File: src/rtl/pool_flat_engine.sv
// 2x2 max-pool over two 64x64 conv kernels with a combined flatten write.
// Each pooled word goes to its own pool bank and is also interleaved into the flat bank.
module pool_flat_engine #(
  parameter int DATA_W = 20
) (
  input  logic                     clk,
  input  logic                     reset,
  input  logic                     start,
  output logic                     busy,
  output logic                     done,
  output logic                     crd,
  output logic [11:0]              caddr_rd,
  input  logic signed [DATA_W-1:0] cdata_rd,
  output logic                     cwr,
  output logic [11:0]              caddr_wr,
  output logic [DATA_W-1:0]        cdata_wr,
  output logic [2:0]               csel
);

  typedef enum logic [3:0] {
    IDLE, RD0, RD1, RD2, RD3, CMP, WR_POOL, WR_FLAT, FIN
  } state_t;

  state_t                    state, state_n;
  logic [9:0]                p, p_n;
  logic                      k, k_n;
  logic signed [DATA_W-1:0]  run_max, max_n;
  logic [11:0]               base_n;

  logic                      busy_n, done_n, crd_n, cwr_n;
  logic [11:0]               caddr_rd_n, caddr_wr_n;
  logic [DATA_W-1:0]         cdata_wr_n;
  logic [2:0]                csel_n;

  // NOTE: every signal gets a default at the top of the block, so no path can leave one unassigned and infer a latch.
  always_comb begin
    state_n = state;
    p_n     = p;
    k_n     = k;
    max_n   = run_max;
    case (state)
      IDLE: if (start) begin
        p_n     = '0;
        k_n     = 1'b0;
        state_n = RD0;
      end
      RD0: state_n = RD1;
      RD1: begin
        max_n   = cdata_rd;
        state_n = RD2;
      end
      RD2, RD3, CMP: begin
        // A tie keeps the current maximum.
        if (cdata_rd > run_max) max_n = cdata_rd;
        state_n = (state == RD2) ? RD3 : (state == RD3) ? CMP : WR_POOL;
      end
      WR_POOL: state_n = WR_FLAT;
      WR_FLAT: begin
        if (!k) begin
          k_n     = 1'b1;
          state_n = RD0;
        end else begin
          k_n = 1'b0;
          if (p == 10'd1023) begin
            state_n = FIN;
          end else begin
            p_n     = p + 10'd1;
            state_n = RD0;
          end
        end
      end
      FIN:     state_n = IDLE;
      default: state_n = IDLE;
    endcase
  end

  // Outputs are computed from the next state so they come straight out of flops,
  // yet still line up with the state they belong to.
  assign base_n = {p_n[9:5], 1'b0, p_n[4:0], 1'b0};

  always_comb begin
    busy_n     = (state_n != IDLE);
    done_n     = 1'b0;
    crd_n      = 1'b0;
    cwr_n      = 1'b0;
    caddr_rd_n = '0;
    caddr_wr_n = '0;
    cdata_wr_n = '0;
    csel_n     = 3'b000;
    case (state_n)
      RD0, RD1, RD2, RD3: begin
        crd_n  = 1'b1;
        csel_n = k_n ? 3'd2 : 3'd1;
        case (state_n)
          RD0:     caddr_rd_n = base_n;
          RD1:     caddr_rd_n = base_n + 12'd1;
          RD2:     caddr_rd_n = base_n + 12'd64;
          default: caddr_rd_n = base_n + 12'd65;
        endcase
      end
      WR_POOL: begin
        cwr_n      = 1'b1;
        caddr_wr_n = {2'b00, p_n};
        cdata_wr_n = max_n;
        csel_n     = k_n ? 3'd4 : 3'd3;
      end
      WR_FLAT: begin
        cwr_n      = 1'b1;
        caddr_wr_n = {1'b0, p_n, k_n};
        cdata_wr_n = max_n;
        csel_n     = 3'd5;
      end
      FIN:     done_n = 1'b1;
      default: ;
    endcase
  end

  // NOTE: sequential state uses non-blocking assignments so every flop samples pre-edge values.
  always_ff @(posedge clk) begin
    if (reset) begin
      state    <= IDLE;
      p        <= '0;
      k        <= 1'b0;
      run_max  <= '0;
      busy     <= 1'b0;
      done     <= 1'b0;
      crd      <= 1'b0;
      cwr      <= 1'b0;
      caddr_rd <= '0;
      caddr_wr <= '0;
      cdata_wr <= '0;
      csel     <= 3'b000;
    end else begin
      state    <= state_n;
      p        <= p_n;
      k        <= k_n;
      run_max  <= max_n;
      busy     <= busy_n;
      done     <= done_n;
      crd      <= crd_n;
      cwr      <= cwr_n;
      caddr_rd <= caddr_rd_n;
      caddr_wr <= caddr_wr_n;
      cdata_wr <= cdata_wr_n;
      csel     <= csel_n;
    end
  end

endmodule

File: config.mk
export PLATFORM = sky130hd
export DESIGN_NAME = pool_flat_engine
export DESIGN_NICKNAME = d
export VERILOG_FILES = /design/src/rtl/pool_flat_engine.sv
export SDC_FILE = /design/constraint.sdc
export NUM_CORES = 1
export LEC_CHECK = 0
export ABC_AREA = 1
export BUFFER_PORTS_ARGS = -buffer_cell sky130_fd_sc_hd__buf_2
export CORE_UTILIZATION = 50
export CTS_CLUSTER_SIZE = 10
export DETAILED_ROUTE_END_ITERATION = 8
export GPL_TIMING_DRIVEN = 0
export PLACE_DENSITY = 0.75
export SLEW_MARGIN = 20
export SYNTH_ARGS = -nofsm -noshare
export SYNTH_HDL_FRONTEND = slang
export SYNTH_SLANG_ARGS = --single-unit
File: constraint.sdc
create_clock -name clk -period 1.9 [get_ports clk]
set_input_delay 0.285 -clock clk [delete_from_list [all_inputs] [get_ports clk]]
set_output_delay 0.285 -clock clk [all_outputs]
set_load 0.1 [all_outputs]
==> metrics.txt <==
post-synth cell types=35; PwrDens=932 nW/µm²; CP startpoint kind=flip-flop; CP cell instances=inv_4 > ha_4 > nand2_4 > nor2_4 > nand2_2 > nor2_4 > nand4_1 > nand3_4 > buf_6 > nand2_2 > nand3_2 > a21oi_1; first-pass GRT wire length=17,000 µm; largest net degree at the start of global routing=17; cts hold-fix bufs=0; Post-DP HPWL=6920 µm; share of post-route cells with drive strength above 1=0.445; number of cell rows=32; Hold Vio Cnt, Final=0; Layout Nets=709; min cycle time layout=2.00 ns; Final ANT Viol Nets=0; Ports=74; Critical Path RT=2.12 ns; final worst path period share=1.05; TritonCTS clock tree=yes; commonest non-fill, non-tap cell in the layout=inv_1; Worst Path Class, Setup=reg -> reg; Syn Area/Cell=7.46 µm²; CP max stage delay=0.35 ns; initial DRC count=226; Crit Path Max Fanout=10; Via Count=4,107; Slowest-stage cell, CP=dfxtp_2; post-synthesis cell count=560; hold crit path type=in -> reg; Rel. slew slack=0.502; Num CTS Buffers=9; Synth async-reset ratio=0; clk_skew=0.00934 ns; endpoints failing setup=37; total gr overflow=0; FMAX=499 MHz; Worst-path clk slew=0.10 ns; Root Buffer=clkbuf_8; total wire length=11,600 µm; Flop pwr share=0.368; die height=93.4 µm; syn_nets=604; crit end category=flip-flop; WP data arrival=2.23 ns; routability cong.=0.852; logic gate share of total power=0.349; Via density=5.32; RSZ-0062 raised after global routing=true; GRT Resource Usage Total=0.248; highest-count cells in the layout ignoring fill and taps=86 x inv_1, 75 x buf_2, 72 x nand2_1; sw frac=0.381; Die ar.=8730 µm²; sequential cell area fraction in the yosys report=0.407; switching power=2000 µW; Syn-to-layout area delta=34.7%; Max-cap violations=0; CP top delay family=simple AND/OR/NAND/NOR gates; Initial DRT Pass Iterations=4; TritonCTS Sinks=85; EDFF count, synth=0; VDD IR max=0.000546 V; Setup WS pre-CTS=-0.256 ns; Slew Limit Fails=0; fill cell count=611; Cell Area, Placed=4660 µm²; setup slack after layout=-0.103 ns; core area=7890 µm²; status=complete, but fails checks; Slew @ Worst Pin=0.747 ns; yosys warns=0; vias in the first global route=3,784; initial antenna violation count=0; Power Internal=3250 µW; Longest Clk Path Bufs=2; Design Area, Final=5630 µm²; n_diodes=0; leakage=0.00261 µW; # DRC=0; Mapped Area=4180 µm²; total power draw=5250 µW; Worst-Skew Late Latency=0.36 ns; ys flop type=dfxtp_1; Buf/Inv on CP=2; Buffers on Ports=71; Clock Power Share=0.283; failing checks=setup timing; Yosys reg bits=85; Die Width=93.4 µm; H-tree depth=3; post-DR wirelength/cell=15.0 µm; Initial Utilization=0.530
[power by group through the flow]
| stage | registers (µW) | logic (µW) | clock network, µW |
|---|---|---|---|
| floorplan | 2190 | 886 | 0 |
| global placement | 1950 | 1350 | 0 |
| detailed placement | 1960 | 1390 | 0 |
| CTS | 1920 | 1540 | 1500 |
| global route | 1940 | 1960 | 1590 |
| finish | 1930 | 1830 | 1480 |
[synthesized netlist by cell type, drive strengths merged (2+ instances only)]
cell type	instances	area (µm²)
nor2	38	160
dfxtp	85	1700
o22ai	25	156
buf	12	91.3
ha	21	263
o211ai	3	22.5
o21ai	17	85.1
nand2	114	480
a21oi	53	269
inv	112	423
clkinv	2	7.51
nand4	6	37.5
nand3	53	375
nor3	3	20.0
clkbuf	9	33.8
[cell families (layout without fill, tap and decap cells)]
logic type               Yosys count  count (layout)  share of synthesized area
AO/OA/AOI/OAI                    102             102                      0.135
XOR/XNOR                           2               2                    0.00419
buffers and inverters            135             245                      0.133
other                              1               1                   0.000897
flip-flops                        85              85                      0.407
adder cells (fa/ha/maj)           21              21                     0.0629
AND/OR/NAND/NOR                  214             214                      0.257
[final timing paths]
kind / slack, ns / from / depth (start not counted) / endpoint
max: -0.10 / run_max[7] / 12 / run_max[15]
min: 0.33 / start / 4 / p[2]
max reg2reg: -0.10 / run_max[7] / 12 / run_max[15]
min reg2reg: 0.57 / p[2] / 2 / p[2]
[per-layer routing]
layer,track usage,wire length (µm),up-vias
li1,-,-,1997
met1,0.322,5000,1913
met2,0.409,5550,171
met3,0.0423,727,26
met4,0.0974,295,0
met5,0,0,-
[layout make-up]
type,count,area [µm²],area share
sequential,85,1730,0.307
multi-input combinational,340,2440,0.434
timing repair buffer,94,533,0.0946
inverter,114,438,0.0778
clock buffer,9,124,0.0220
buffer,21,130,0.0231
tap,102,128,0.0227
clock inverter,7,105,0.0187
[tightest hold or removal path, cell delays in order]
cell and delay [ns]:
buf_2 0.09, nand2_1 0.09, nand2_1 0.09, a21oi_2 0.09
[per-stage QoR]
stage	TNS, ns	cells	utilization	hold slack, ns
2_1_floorplan	0	560	-	0.502
3_3_place_gp	-6.75	733	0.591	0.568
3_5_place_dp	-8.89	733	0.591	0.576
4_1_cts	0	753	0.654	0.334
5_1_grt	-6.37	772	0.714	0.345
6_report	-2.22	772	0.714	0.328
[state kept, by name, indices dropped and copies added (netlist names)]
signal,count
busy,1
caddr_rd,12
caddr_wr,11
cdata_wr,20
crd,1
csel,3
cwr,1
done,1
k,1
p,10
run_max,20
state,4
[timing repair]
item	in CTS	in global routing
resized for setup	63	94
pin swaps	36	25
gates cloned	2	1
setup buffers	2	18
setup endpoints to repair	42	66
No activity file was read; power rests on OpenSTA's default activity.
